--- src/rtl/expr_pipe_pkg.sv ---
// Shared types, constants and helpers for the expr_pipe_hs arithmetic pipeline.
package expr_pipe_pkg;

  // Per-transaction operation select for the C/D term.
  typedef enum logic {
    OP_SUB = 1'b0,
    OP_ADD = 1'b1
  } op_e;

  // Number of register slices between operand acceptance and result.
  localparam int STAGES = 3;

  // Width of the occupancy count, wide enough to hold 0..STAGES.
  localparam int OCCW = $clog2(STAGES + 1);

  // Full-precision signed result width for N-bit unsigned operands.
  function automatic int res_width(input int n);
    return 2 * n + 3;
  endfunction

endpackage

--- src/rtl/expr_pipe_hs_if.sv ---
// Operand/result handshake bundle for expr_pipe_hs.
// master = operand producer and result consumer, slave = the pipeline.
interface expr_pipe_hs_if
  import expr_pipe_pkg::*;
#(
  parameter int N    = 10,
  parameter int TAGW = 4
);

  localparam int OW = res_width(N);

  logic                   in_valid;
  logic                   in_ready;
  logic [N-1:0]           A;
  logic [N-1:0]           B;
  logic [N-1:0]           C;
  logic [N-1:0]           D;
  logic                   op;
  logic [TAGW-1:0]        in_tag;
  logic                   out_valid;
  logic                   out_ready;
  logic signed [OW-1:0]   F;
  logic [TAGW-1:0]        out_tag;
  logic [OCCW-1:0]        occupancy;

  modport master (
    output in_valid, A, B, C, D, op, in_tag, out_ready,
    input  in_ready, out_valid, F, out_tag, occupancy
  );

  modport slave (
    input  in_valid, A, B, C, D, op, in_tag, out_ready,
    output in_ready, out_valid, F, out_tag, occupancy
  );

endinterface

--- src/rtl/pipe_slice.sv ---
// One elastic valid/ready register slice. Accepts new data whenever it is
// empty or its current content is being taken downstream in the same cycle.
module pipe_slice #(
  parameter int W = 8
) (
  input  logic         clk,
  input  logic         rst,
  input  logic         in_valid,
  input  logic [W-1:0] in_data,
  output logic         ready_out,
  output logic         out_valid,
  input  logic         out_ready,
  output logic [W-1:0] out_data
);

  logic         v;
  logic [W-1:0] data;

  assign ready_out = !v || out_ready;
  assign out_valid = v;
  assign out_data  = data;

  // Slice state: valid follows upstream on advance, data loads only on a real transfer.
  always_ff @(posedge clk) begin
    if (rst) begin
      // NOTE: state registers use non-blocking assignments so every flop samples pre-edge values.
      v    <= 1'b0;
      // NOTE: the payload is cleared on reset too, so F/out_tag read 0 right after reset.
      data <= '0;
    end else if (ready_out) begin
      v <= in_valid;
      if (in_valid) begin
        data <= in_data;
      end
    end
  end

endmodule

--- src/rtl/expr_pipe_hs.sv ---
// Flow-controlled 3-stage pipeline computing F = ((A+B) + (C op D)) * D at
// full precision. Three pipe_slice instances form the elastic chain; all
// arithmetic lives here between the slices.
module expr_pipe_hs
  import expr_pipe_pkg::*;
#(
  parameter int N    = 10,
  parameter int TAGW = 4
) (
  input logic               clk,
  input logic               rst,
  expr_pipe_hs_if.slave     bus
);

  localparam int OW = res_width(N);
  localparam int W1 = (N + 1) + (N + 2) + N + TAGW;
  localparam int W2 = (N + 3) + N + TAGW;
  localparam int W3 = OW + TAGW;

  // ---------------------------------------------------------------------------
  // Stage 1 combinational: x1 = A+B, x2 = C +/- D
  // ---------------------------------------------------------------------------
  logic [N:0]          x1;
  logic signed [N+1:0] c_s;
  logic signed [N+1:0] d_s;
  logic signed [N+1:0] x2;

  assign x1  = {1'b0, bus.A} + {1'b0, bus.B};
  assign c_s = signed'({2'b00, bus.C});
  assign d_s = signed'({2'b00, bus.D});
  assign x2  = (bus.op == OP_ADD) ? (c_s + d_s) : (c_s - d_s);

  logic [W1-1:0] s1_in;
  logic [W1-1:0] s1_q;
  logic          v1;
  logic          ready1;

  assign s1_in = {x1, x2, bus.D, bus.in_tag};

  logic [N:0]          s1_x1;
  logic signed [N+1:0] s1_x2;
  logic [N-1:0]        s1_d;
  logic [TAGW-1:0]     s1_tag;

  assign {s1_x1, s1_x2, s1_d, s1_tag} = s1_q;

  // ---------------------------------------------------------------------------
  // Stage 2 combinational: x3 = x1 + x2
  // ---------------------------------------------------------------------------
  logic signed [N+2:0] x3;

  assign x3 = signed'({2'b00, s1_x1}) + signed'({s1_x2[N+1], s1_x2});

  logic [W2-1:0] s2_in;
  logic [W2-1:0] s2_q;
  logic          v2;
  logic          ready2;

  assign s2_in = {x3, s1_d, s1_tag};

  logic signed [N+2:0] s2_x3;
  logic [N-1:0]        s2_d;
  logic [TAGW-1:0]     s2_tag;

  assign {s2_x3, s2_d, s2_tag} = s2_q;

  // ---------------------------------------------------------------------------
  // Stage 3 combinational: F = x3 * D, both sign-extended to the result width
  // so the product is exact (the true range fits in OW bits).
  // ---------------------------------------------------------------------------
  logic signed [OW-1:0] x3_w;
  logic signed [OW-1:0] d_w;
  logic signed [OW-1:0] prod;

  assign x3_w = OW'(s2_x3);
  assign d_w  = OW'(signed'({1'b0, s2_d}));
  assign prod = x3_w * d_w;

  logic [W3-1:0] s3_in;
  logic [W3-1:0] s3_q;
  logic          v3;
  logic          ready3;

  assign s3_in = {prod, s2_tag};

  // ---------------------------------------------------------------------------
  // Elastic chain
  // ---------------------------------------------------------------------------
  pipe_slice #(.W(W1)) u_s1 (
    .clk       (clk),
    .rst       (rst),
    .in_valid  (bus.in_valid),
    .in_data   (s1_in),
    .ready_out (ready1),
    .out_valid (v1),
    .out_ready (ready2),
    .out_data  (s1_q)
  );

  pipe_slice #(.W(W2)) u_s2 (
    .clk       (clk),
    .rst       (rst),
    .in_valid  (v1),
    .in_data   (s2_in),
    .ready_out (ready2),
    .out_valid (v2),
    .out_ready (ready3),
    .out_data  (s2_q)
  );

  pipe_slice #(.W(W3)) u_s3 (
    .clk       (clk),
    .rst       (rst),
    .in_valid  (v2),
    .in_data   (s3_in),
    .ready_out (ready3),
    .out_valid (v3),
    .out_ready (bus.out_ready),
    .out_data  (s3_q)
  );

  // Inputs are refused while reset is held, even if the chain is empty.
  assign bus.in_ready  = ready1 && !rst;
  assign bus.out_valid = v3;
  assign {bus.F, bus.out_tag} = s3_q;

  // ---------------------------------------------------------------------------
  // Occupancy: registered count of valid stages
  // ---------------------------------------------------------------------------
  logic            accept;
  logic            pop;
  logic [OCCW-1:0] occ;
  logic [OCCW-1:0] occ_next;

  assign accept = bus.in_valid && bus.in_ready;
  assign pop    = v3 && bus.out_ready;

  // Next occupancy: up on push-only, down on pop-only, hold otherwise.
  always_comb begin
    // NOTE: default assigned first so no path leaves occ_next unassigned (no latch).
    occ_next = occ;
    if (accept && !pop) begin
      occ_next = occ + OCCW'(1);
    end else if (!accept && pop) begin
      occ_next = occ - OCCW'(1);
    end
  end

  // Occupancy register.
  always_ff @(posedge clk) begin
    if (rst) begin
      occ <= '0;
    end else begin
      occ <= occ_next;
    end
  end

  assign bus.occupancy = occ;

endmodule

--- src/flat_wrapper.sv ---
// flat-port wrapper written by rule: the top's interface ports become plain ports
module expr_pipe_hs_flat import expr_pipe_pkg::*;
#(
  parameter int N    = 10,
  parameter int TAGW = 4
)
  (clk, rst, bus_in_valid, bus_A, bus_B, bus_C, bus_D, bus_op, bus_in_tag, bus_out_ready, bus_in_ready, bus_out_valid, bus_F, bus_out_tag, bus_occupancy);
  expr_pipe_hs_if #(.N(N), .TAGW(TAGW)) bus_i ();
  input logic clk;
  input logic rst;
  input wire logic [$bits(bus_i.in_valid)-1:0] bus_in_valid;
  input wire logic [$bits(bus_i.A)-1:0] bus_A;
  input wire logic [$bits(bus_i.B)-1:0] bus_B;
  input wire logic [$bits(bus_i.C)-1:0] bus_C;
  input wire logic [$bits(bus_i.D)-1:0] bus_D;
  input wire logic [$bits(bus_i.op)-1:0] bus_op;
  input wire logic [$bits(bus_i.in_tag)-1:0] bus_in_tag;
  input wire logic [$bits(bus_i.out_ready)-1:0] bus_out_ready;
  output wire logic [$bits(bus_i.in_ready)-1:0] bus_in_ready;
  output wire logic [$bits(bus_i.out_valid)-1:0] bus_out_valid;
  output wire logic [$bits(bus_i.F)-1:0] bus_F;
  output wire logic [$bits(bus_i.out_tag)-1:0] bus_out_tag;
  output wire logic [$bits(bus_i.occupancy)-1:0] bus_occupancy;
  assign bus_i.in_valid = bus_in_valid;
  assign bus_i.A = bus_A;
  assign bus_i.B = bus_B;
  assign bus_i.C = bus_C;
  assign bus_i.D = bus_D;
  assign bus_i.op = bus_op;
  assign bus_i.in_tag = bus_in_tag;
  assign bus_i.out_ready = bus_out_ready;
  assign bus_in_ready = bus_i.in_ready;
  assign bus_out_valid = bus_i.out_valid;
  assign bus_F = bus_i.F;
  assign bus_out_tag = bus_i.out_tag;
  assign bus_occupancy = bus_i.occupancy;
  expr_pipe_hs #(.N(N), .TAGW(TAGW)) u_core (.clk(clk), .rst(rst), .bus(bus_i));
endmodule
--- config.mk ---
export PLATFORM = sky130hd
export DESIGN_NAME = expr_pipe_hs_flat
export DESIGN_NICKNAME = d
export VERILOG_FILES = /design/src/rtl/expr_pipe_pkg.sv /design/src/rtl/expr_pipe_hs_if.sv /design/src/rtl/pipe_slice.sv /design/src/rtl/expr_pipe_hs.sv /design/src/flat_wrapper.sv
export SDC_FILE = /design/constraint.sdc
export NUM_CORES = 1
export LEC_CHECK = 0
export ABC_AREA = 1
export CORE_MARGIN = 5
export CORE_UTILIZATION = 40
export CTS_BUF_LIST = sky130_fd_sc_hd__clkbuf_4
export DETAILED_ROUTE_END_ITERATION = 8
export PLACE_DENSITY_LB_ADDON = 0.15
export SETUP_SLACK_MARGIN = 0.5
export SLEW_MARGIN = 20
export SYNTH_ARGS = -nofsm -noshare
export SYNTH_HDL_FRONTEND = slang
export SYNTH_SLANG_ARGS = --single-unit
--- constraint.sdc ---
create_clock -name clk -period 6.6 [get_ports clk]
set_clock_uncertainty 0.05 [all_clocks]
set_input_delay 0.66 -clock clk [delete_from_list [all_inputs] [get_ports clk]]
set_output_delay 0.66 -clock clk [all_outputs]
set_load 0.005 [all_outputs]
==> results.toml <==
[sta]
worstMarginPinSlew_ns = 0.9550
max_slew_margin_pct = 36.33
period_share_pct = 84.58
clock.fmax_mhz = 179.1
fin_setup_tns_ns = 0
fin_crit_ns = 5.582
rsz0062_at_grt = "false"
setup_viol = 0
finalHoldViolations = 0
holdWs_ns = 0.4265
slew_viol_final = 0

[global_routing]
first_global_vias = 9506
grt_usage_pct = 18.46
grt_pass1_wl_um = 47190
antenna_found_initial = 1
grt-ovfl-total = 0
grt_max_degree = 64

[worst_setup_path]
cp_max_fo = 14
cp-start-kind = "flop"
end_kind = "flop"
worstPathRequired_ns = 6.94
crit_arrival_ns = 5.92
crit_type = "flop to flop"
ff2ff_path_depth = 19

[cts]
numCtsBuffers = 9
clk_latency_ns = 0.47
clkSinkCount = 96
max-clock-path-buffers = 2
path_clk_slew_ns = 0.16
h-tree-depth = 3
cts_setup_buffers = 0
cts-root-buf = "clkbuf_4"
tritoncts = "yes"
hold_buffers = 0
cts_resized = 0

[detailed_routing]
viasPerCell = 4.850
drc = 0
detail-route-antenna-nets = 0
drtIter0Drc = 566
avgRoutedWirePerCell_um = 13.98
vias = 9607
wl_um = 27700
dr.pass1.iters = 5

[placement]
place_congestion = 0.8658
dp_hpwl_um = 22670
placedCellCount = 1964
place.port_buffers = 79

[logic_synthesis]
ys_ff_latch = 96
yosysTopAreaCell = "fa_1"
yosysWarnings = 0
ys_seq_area_share_pct = 17.41
netlist_top_cells_area = "fa_1 22%, dfxtp_1 17%, inv_1 13%"
synthDistinctLibCells = 36
yosysTopAreaCellShare_pct = 22.13
synth_fp_nets = 1859
syn_area_um2 = 11040
avgSynthCellArea_um2 = 6.924
syn-instance-count = 1594

[flow_run]
maxCapViolCount = 0

[floorplanning]
dieArea_um2 = 31010
coreArea_um2 = 27030
die_h_um = 176.1
placementRows = 60
initial_core_util_pct = 40.84
io_pins = 80
dieWidth_um = 176.1

[power_and_ir_drop]
seqPwrFrac_pct = 45.8
clkPwrFrac_pct = 20.5
p_per_area_nw_per_um2 = 122.0
p_comb_share_pct = 33.7
ir_drop_uv = 100.4
leakage_nw = 6.872
p_sw_uw = 576.4
p_int_uw = 907.2
netSwitchingFraction_pct = 38.85

[worst_hold_path]
hold_path.class = "flop to flop"
worstHoldPathCells = 2

[cells_and_area]
final_cell_mix = "383 x inv_1, 346 x nand2_1, 157 x nor2_1"
final_cells = 1981
drive_gt1_share_pct = 2.807
nNetsFinal = 1899
layout_commonest_cell = "inv_1"
final_core_util_pct = 44.99
area_growth_pct = 10.17

[run_status]
status = "completed"
## power groups by stage
stage	Combinational (mW)	Sequential (mW)	Clock (mW)
after floorplan	0.370	0.652	0
after global placement	0.501	0.691	0
after detailed placement	0.502	0.691	0
after CTS	0.508	0.678	0.321
after global routing	0.578	0.686	0.336
final	0.501	0.679	0.304
## layer usage
layer,global-route usage [%],vias to the layer above,part of all wire [%]
li1,-,4893,-
met1,25.92,4502,49
met2,30.82,195,46
met3,2.377,17,4.3
met4,3.476,0,0.93
met5,0,-,0
## metrics by stage
| stage | setup WS [ns] | power (mW) | instance area (um^2) |
|---|---|---|---|
| detailed placement | 1.186 | 1.193 | 12040 |
| CTS | 1.140 | 1.508 | 12160 |
| global route | 0.7145 | 1.600 | 12160 |
| floorplan | 1.904 | 1.022 | 11040 |
| finish | 1.018 | 1.484 | 12160 |
| global placement | 1.137 | 1.192 | 12040 |
## sequential cells by signal (all words and copies together) (netlist names)
signal                 count
u_core.bus.occupancy       2
u_core.u_s1.out_data      37
u_core.u_s1.out_valid      1
u_core.u_s2.out_data      27
u_core.u_s2.out_valid      1
u_core.u_s3.out_data      27
u_core.u_s3.out_valid      1
## worst max-delay path, stage by stage (launching register included)
cell and delay [ns]:
dfxtp_1 0.72, nand2_1 0.27, fa_1 0.65, inv_1 0.14, fa_1 0.49, fa_1 0.52, fa_1 0.50, inv_1 0.06
fa_1 0.48, inv_1 0.04, ha_1 0.41, nand2_1 0.11, nor2_1 0.20, inv_1 0.08, nor2_2 0.14, nand4_1 0.23
nand4_1 0.16, nand3_1 0.13, nand2_1 0.09, inv_1 0.04
## final cells by class
| type | count | area, um^2 |
|---|---|---|
| antenna | 1 | 2.502 |
| clock buffer | 10 | 75.07 |
| clock inverter | 6 | 42.54 |
| fill | 2906 | 14870 |
| inverter | 387 | 1453 |
| multi-input combinational | 1056 | 7410 |
| sequential | 96 | 1922 |
| tap | 341 | 426.7 |
| timing repair buffer | 84 | 828.3 |
## path summary, 6_finish.rpt
kind                            slack (ns)                    start                  endpoint
worst min register to register        0.43  u_core.bus.occupancy[1]   u_core.bus.occupancy[1]
worst max-delay path                  1.02  u_core.u_s2.out_data[6]  u_core.u_s3.out_data[24]
worst min-delay path                  0.43  u_core.bus.occupancy[1]   u_core.bus.occupancy[1]
worst max register to register        1.02  u_core.u_s2.out_data[6]  u_core.u_s3.out_data[24]
## cells by family (layout without fill, tap and decap cells)
kind of cell	count (synthesis)	count (layout)	synth area share [%]
buf+inv	442	487	15.45
fa+ha+maj	216	216	32.79
other cells	0	1	0
flops	96	96	17.41
simple gates	625	625	23.27
xor+xnor	16	16	1.270
compound gates	199	199	9.806
## cells in the mapped netlist
master / instances
a21oi_2: 3
nor2_1: 157
nand3b_1: 6
a21o_1: 5
nor3_1: 7
inv_2: 4
nand2_2: 6
nand3_1: 77
nor3_2: 1
xnor2_1: 4
or2_2: 1
nand4_1: 13
a31oi_1: 6
o211ai_1: 11
dfxtp_1: 96
nand2_1: 346
inv_1: 383
or2_0: 1
ha_1: 94
nand3_2: 3
buf_1: 1
buf_4: 2
o21ai_0: 92
buf_2: 17
a211oi_1: 1
o21bai_1: 7
buf_6: 2
a21oi_1: 64
or2_1: 1
clkbuf_2: 2
o21ai_1: 8
nor2_2: 6
clkbuf_1: 31
o21ai_2: 2
fa_1: 122
xor2_1: 12
Note: power is estimated with default switching activity, not from simulation.
